<file path="src/rtl/m_arb_mux_n.sv">
`default_nettype none
// ============================================================================
// Module      : m_arb_mux_n
// Description : Parametrised N:1 data multiplexer with per-channel
//               valid/ready handshake and a one-entry output register.
//               Arbitrated mode (i_mode=0) picks among requesting channels.
//               Forced mode (i_mode=1) follows i_select.
//
//               Build option M_ARB_MUX_ROUND_ROBIN_EN:
//                 defined   - arbitrated mode searches upward from a rotating
//                             pointer that moves past the last winner
//                 undefined - arbitrated mode is fixed priority, and the
//                             lowest valid index wins
//
// Ports       : i_clk     - clock, rising edge
//               i_rst_n   - asynchronous active-low reset
//               i_data    - flattened channel data, ch k at [k*WIDTH +: WIDTH]
//               i_valid   - per-channel request
//               o_ready   - per-channel accept (at most one bit high)
//               i_mode    - 0 = arbitrated, 1 = forced select
//               i_select  - channel index used in forced mode
//               o_data    - registered output word
//               o_valid   - output register holds valid data
//               i_ready   - downstream accept
//               o_sel     - channel index of the word in o_data
// Revision    : 1.0 - initial release
// ============================================================================
module m_arb_mux_n #(
    parameter  int WIDTH    = 32,
    parameter  int CHANNELS = 4,
    localparam int SEL_W    = $clog2(CHANNELS)
) (
    input  logic                      i_clk,
    input  logic                      i_rst_n,
    input  logic [CHANNELS*WIDTH-1:0] i_data,
    input  logic [CHANNELS-1:0]       i_valid,
    output logic [CHANNELS-1:0]       o_ready,
    input  logic                      i_mode,
    input  logic [SEL_W-1:0]          i_select,
    output logic [WIDTH-1:0]          o_data,
    output logic                      o_valid,
    input  logic                      i_ready,
    output logic [SEL_W-1:0]          o_sel
);

    // One extra bit so that CHANNELS itself is representable for the
    // range check and the wrap-around of the search index.
    localparam logic [SEL_W:0] c_channels = (SEL_W + 1)'(CHANNELS);

    // ------------------------------------------------------------------
    // Channel data unpacking
    // ------------------------------------------------------------------
    logic [WIDTH-1:0] w_ch_data [CHANNELS];

    generate
        for (genvar k = 0; k < CHANNELS; k++) begin : g_unpack
            assign w_ch_data[k] = i_data[k*WIDTH +: WIDTH];
        end
    endgenerate

    // ------------------------------------------------------------------
    // Search start point for arbitrated mode
    // ------------------------------------------------------------------
    logic [SEL_W-1:0] w_search_base;
    logic             w_load_ok;
    logic             w_grant_any;
    logic [SEL_W-1:0] w_grant_idx;
    logic             w_xfer;

`ifdef M_ARB_MUX_ROUND_ROBIN_EN
    localparam logic [SEL_W-1:0] c_last = SEL_W'(CHANNELS - 1);

    logic [SEL_W-1:0] r_ptr;

    // The pointer moves only on arbitrated transfers; forced-mode transfers
    // leave the rotation untouched. Wrap is at CHANNELS, not 2^SEL_W.
    always_ff @(posedge i_clk or negedge i_rst_n) begin
        if (!i_rst_n) begin
            r_ptr <= '0;
        end else if (w_xfer && !i_mode) begin
            r_ptr <= (w_grant_idx == c_last) ? '0 : SEL_W'(w_grant_idx + 1'b1);
        end
    end

    assign w_search_base = r_ptr;
`else
    assign w_search_base = '0;
`endif

    // ------------------------------------------------------------------
    // Arbitrated-mode search: first valid channel at or above the base,
    // wrapping modulo CHANNELS.
    // ------------------------------------------------------------------
    logic [SEL_W:0]   w_cand;
    logic             w_arb_found;
    logic [SEL_W-1:0] w_arb_idx;

    always_comb begin
        w_cand      = '0;
        w_arb_found = 1'b0;
        w_arb_idx   = '0;
        for (int off = 0; off < CHANNELS; off++) begin
            w_cand = {1'b0, w_search_base} + (SEL_W + 1)'(off);
            if (w_cand >= c_channels) begin
                w_cand = w_cand - c_channels;
            end
            if (!w_arb_found && i_valid[w_cand[SEL_W-1:0]]) begin
                w_arb_found = 1'b1;
                w_arb_idx   = w_cand[SEL_W-1:0];
            end
        end
    end

    // ------------------------------------------------------------------
    // Forced-mode grant: an out-of-range select never grants.
    // ------------------------------------------------------------------
    logic w_force_ok;

    always_comb begin
        w_force_ok = 1'b0;
        if ({1'b0, i_select} < c_channels) begin
            w_force_ok = i_valid[i_select];
        end
    end

    // ------------------------------------------------------------------
    // Grant and handshake. o_ready depends only on valids, mode, select,
    // pointer and the output register state, never on i_data.
    // ------------------------------------------------------------------
    assign w_load_ok   = !o_valid || i_ready;
    assign w_grant_any = i_mode ? w_force_ok : w_arb_found;
    assign w_grant_idx = i_mode ? i_select   : w_arb_idx;
    assign w_xfer      = w_grant_any && w_load_ok;
    assign o_ready     = w_xfer ? (CHANNELS'(1) << w_grant_idx) : '0;

    // ------------------------------------------------------------------
    // Output register. A load may coincide with a drain. A drain with no
    // load clears only o_valid, so o_data and o_sel keep the last word.
    // ------------------------------------------------------------------
    always_ff @(posedge i_clk or negedge i_rst_n) begin
        if (!i_rst_n) begin
            o_valid <= 1'b0;
            o_data  <= '0;
            o_sel   <= '0;
        end else if (w_xfer) begin
            o_valid <= 1'b1;
            o_data  <= w_ch_data[w_grant_idx];
            o_sel   <= w_grant_idx;
        end else if (o_valid && i_ready) begin
            o_valid <= 1'b0;
        end
    end

endmodule
`default_nettype wire

</file>
<file path="config.mk">
export PLATFORM = sky130hd
export DESIGN_NAME = m_arb_mux_n
export DESIGN_NICKNAME = d
export VERILOG_FILES = /design/src/rtl/m_arb_mux_n.sv
export SDC_FILE = /design/constraint.sdc
export NUM_CORES = 1
export LEC_CHECK = 0
export ABC_AREA = 1
export CAP_MARGIN = 5
export CORE_UTILIZATION = 39
export DETAILED_ROUTE_END_ITERATION = 10
export PLACE_DENSITY = 0.82
export SYNTH_ARGS = -nofsm -noshare
export SYNTH_HDL_FRONTEND = slang
export SYNTH_SLANG_ARGS = --single-unit
</file>
<file path="constraint.sdc">
create_clock -name i_clk -period 1.3 [get_ports i_clk]
set_input_delay 0.13 -clock i_clk [delete_from_list [all_inputs] [get_ports i_clk]]
set_output_delay 0.13 -clock i_clk [all_outputs]
set_load 0.01 [all_outputs]
</file>
==> PnR_summary.wiki <==
{| class="wikitable"
! Metric !! Value
|-
| Number of H-tree levels || 2
|-
| Routed wire length || ~10 mm
|-
| Area of the core || ~7700 sq um
|-
| Largest vdd supply drop || around 390 uV
|-
| Startpoint kind of the worst setup timing path || input port
|-
| Register bit total from synthesis || 35
|-
| Chip width || 91.4 um
|-
| RSZ-0062 raised after global routing || yes
|-
| Filler instances || roughly 710
|-
| Cell Rows || 32
|-
| Global-route wire length before repair || 16.4 mm
|-
| Area growth from synthesis to layout || 64.1%
|-
| Count of unique library cells instantiated by Yosys || 17
|-
| Reported leakage power || 3.01 nW
|-
| Max Cap Violations || 0
|-
| Design Area, Final || about 5000 sq um
|-
| Combined area of the multi-input logic cells || 1570 sq um
|-
| Pin count of the biggest net entering global routing || 65
|-
| Number of antenna diodes || 0
|-
| Insertion delay to the later sink of the worst-skew pair || 0.28 ns
|-
| Max transition margin || 72.2%
|-
| Clock tree sinks || 35
|-
| Total global routing track utilization || 24.1%
|-
| Drt first pass iters || 4
|-
| Vias after detailed routing || 3902
|-
| Final setup violation count || 3
|-
| Post-route DRC violation count || 0
|-
| Data arrival time of the worst path || 1.23 ns
|-
| Sequential fraction of the synthesis area || 28.1%
|-
| Critical Path Fanout Max || 4
|-
| Worst min path class || input port to async pin
|-
| Worst clock skew || 0.00494 ns
|-
| Number of hold violations in the final report || 0
|-
| Initial antenna violation count || 0
|-
| Total nets after synthesis || slightly below 700
|-
| Number of slew-limit violations in the final report || 0
|-
| Via count normalized by instance count || around 4.7
|-
| Total of buffers placed on input and output ports || 176
|-
| Final GP Congestion || 0.789
|-
| Tightest Pin Transition || 0.417 ns
|-
| Power consumption || around 4.2 mW
|-
| Final period demand of the worst path || 1.36 ns
|-
| Worst-case setup margin in the final layout || -0.0570 ns
|-
| Number of nets at the end of the flow || 866
|-
| Register-to-register setup slack || 0.05 ns
|-
| Number of DRC violations after detailed-routing iteration 0 || 130
|-
| Period utilization || 104%
|-
| Clock tree from TritonCTS || built
|-
| Area of the die || 8350 sq um
|-
| Library cell with the largest summed area after synthesis || sky130_fd_sc_hd__dfrtp_1
|-
| Placed cell area || approximately 4900 sq um
|-
| GRT overflow || 0
|-
| Worst reg-to-reg path cell count || 6
|-
| Cell Count Post-Placement || 819
|-
| Launch point of the worst reg-to-reg path || o_valid
|-
| Result of the run || finished with violations
|-
| Antenna-violating nets left || 0
|-
| Upper clock frequency limit || 737 MHz
|-
| Number of buffers inserted during clock tree synthesis || 5
|-
| Reg clk slew, reported paths || 0.07 ns
|-
| Category of the most critical setup path || input port to output port
|-
| Required @ worst endpoint || 1.17 ns
|-
| Fraction of layout instances using a drive strength above 1 || 7.82%
|-
| Bufs on Longest Clock Path || 2
|-
| Crit. End Element || output port
|-
| Avg Inst Size Synth || 5.60 sq um
|-
| Detailed Place HPWL || 7.41 mm
|-
| Average detailed-routed wire length per instance || 11.8 um
|-
| Reg2Reg Capture Point || o_data[7]
|-
| Power density normalized to cell area || 827 nW/um^2
|-
| Final non-filler cell total || 831
|-
| Vertical extent of the die || 91.4 um
|-
| Post-synthesis instance area || between 3000 and 4000 sq um
|-
| Yosys top cell area share || 28.1%
|-
| Violations in the final reports || setup timing
|-
| Count of mapped cells out of synthesis || 557
|-
| Starting density of the core || between 40 and 50%
|-
| Ranking of synthesized cells by area || sky130_fd_sc_hd__dfrtp_1, sky130_fd_sc_hd__nand2_1, sky130_fd_sc_hd__nand3_1
|-
| Via count of the first global-routing pass || 3715
|-
| I/O pin total || roughly 180
|-
| Cell at the root of the clock tree || sky130_fd_sc_hd__clkbuf_8
|-
| Synthesis warning total || 0
|-
| Reg area || slightly below 900 sq um
|}
cell usage in the layout, fill, tap and decap left out, types with 3 or more instances in the layout:
| cell type | instances |
|---|---|
| sky130_fd_sc_hd__nand2_2 | 3 |
| sky130_fd_sc_hd__clkbuf_2 | 3 |
| sky130_fd_sc_hd__nand2_1 | 204 |
| sky130_fd_sc_hd__buf_4 | 13 |
| sky130_fd_sc_hd__buf_12 | 5 |
| sky130_fd_sc_hd__nor2_2 | 3 |
| sky130_fd_sc_hd__dlygate4sd2_1 | 36 |
| sky130_fd_sc_hd__dfrtp_1 | 35 |
| sky130_fd_sc_hd__nand3_1 | 129 |
| sky130_fd_sc_hd__inv_1 | 130 |
| sky130_fd_sc_hd__nand2_4 | 3 |
| sky130_fd_sc_hd__inv_2 | 3 |
| sky130_fd_sc_hd__clkbuf_8 | 7 |
| sky130_fd_sc_hd__clkdlybuf4s50_1 | 129 |
| sky130_fd_sc_hd__buf_2 | 5 |
repair_timing:
| action | CTS | global route |
|---|---|---|
| hold buffers | 1 | 0 |
| resized for setup | 81 | 20 |
| endpoints found under the hold margin | 16 | 0 |
| setup buffers | 5 | 1 |
| endpoints found under the setup margin | 73 | 37 |
| pin swaps | 11 | 5 |
cells by family after synthesis:
| kind of cell | count (synthesis) | synth area share [%] |
|---|---|---|
| buffers and inverters | 169 | 23.4 |
| and+or+nand+nor | 347 | 47.2 |
| DFF | 35 | 28.1 |
| AOI/OAI and AO/OA | 6 | 1.28 |
metal layers:
metal	track usage (%)	part of all wire, %	vias to the layer above
met1	28.0	41	1753
met2	44.2	51	138
li1	-	-	1992
met5	0	0	-
met3	4.52	6.5	19
met4	7.67	2.0	0
where the power goes:
part / internal [mW] / leakage, nW / switching [mW]
clock: 0.483 / 0.0515 / 0.354
combinational: 0.971 / 2.52 / 0.965
sequential: 1.33 / 0.435 / 0.129
total: 2.78 / 3.01 / 1.45
sequential cells by signal (all words and copies together) (netlist names):
| name | count |
|---|---|
| o_data | 32 |
| o_sel | 2 |
| o_valid | 1 |
synthesized netlist by cell type:
library cell                 n
sky130_fd_sc_hd__a21oi_1     1
sky130_fd_sc_hd__o21ai_0     1
sky130_fd_sc_hd__buf_6       6
sky130_fd_sc_hd__o211ai_1    1
sky130_fd_sc_hd__clkbuf_1    5
sky130_fd_sc_hd__nor3_1      2
sky130_fd_sc_hd__nand2_1   209
sky130_fd_sc_hd__buf_4       9
sky130_fd_sc_hd__nand3_1   130
sky130_fd_sc_hd__dfrtp_1    35
sky130_fd_sc_hd__buf_2      14
sky130_fd_sc_hd__o21ai_1     1
sky130_fd_sc_hd__nand2_2     1
sky130_fd_sc_hd__inv_2       2
sky130_fd_sc_hd__nor2_1      5
sky130_fd_sc_hd__inv_1     133
sky130_fd_sc_hd__o21ai_2     2
worst max-delay path, stage by stage:
cell and delay [ns]:
sky130_fd_sc_hd__dlygate4sd2_1 0.26, sky130_fd_sc_hd__inv_2 0.07, sky130_fd_sc_hd__nand2_1 0.05, sky130_fd_sc_hd__nand2_1 0.12, sky130_fd_sc_hd__o21ai_4 0.11, sky130_fd_sc_hd__buf_4 0.15
sky130_fd_sc_hd__nor3_4 0.18, sky130_fd_sc_hd__buf_2 0.16
layout make-up:
type / count / area share (%)
well taps: 102 / 2.50
clock buffers: 8 / 1.96
flip-flops and latches: 35 / 17.1
inverters: 135 / 10.0
multi-input cells: 353 / 30.8
repair buffers: 198 / 37.6
how the worst max path moves through the flow:
stage	start	to	slack, ns	cells after the start
after floorplan	i_valid[2]	o_ready[1]	0.08	9
after global placement	i_mode	o_ready[0]	-0.79	8
after detailed placement	i_mode	o_ready[0]	-0.91	8
after CTS	o_valid	o_ready[3]	-0.05	6
after global routing	o_valid	o_ready[3]	-0.13	6
final	i_valid[3]	o_ready[0]	-0.06	8
per-stage QoR:
step / setup TNS, ns / hold WS, ns / worst slack (ns) / utilization [%]
2_1_floorplan: 0 / -0.166 / 0.0774 / -
3_3_place_gp: -21.52 / 0.0789 / -0.794 / 64.0
3_5_place_dp: -24.55 / 0.0936 / -0.910 / 64.0
4_1_cts: -0.110 / 0.316 / -0.0537 / 65.6
5_1_grt: -1.49 / 0.326 / -0.134 / 66.2
6_report: -0.150 / 0.309 / -0.0570 / 66.2
(Power assumes the default switching activity.)
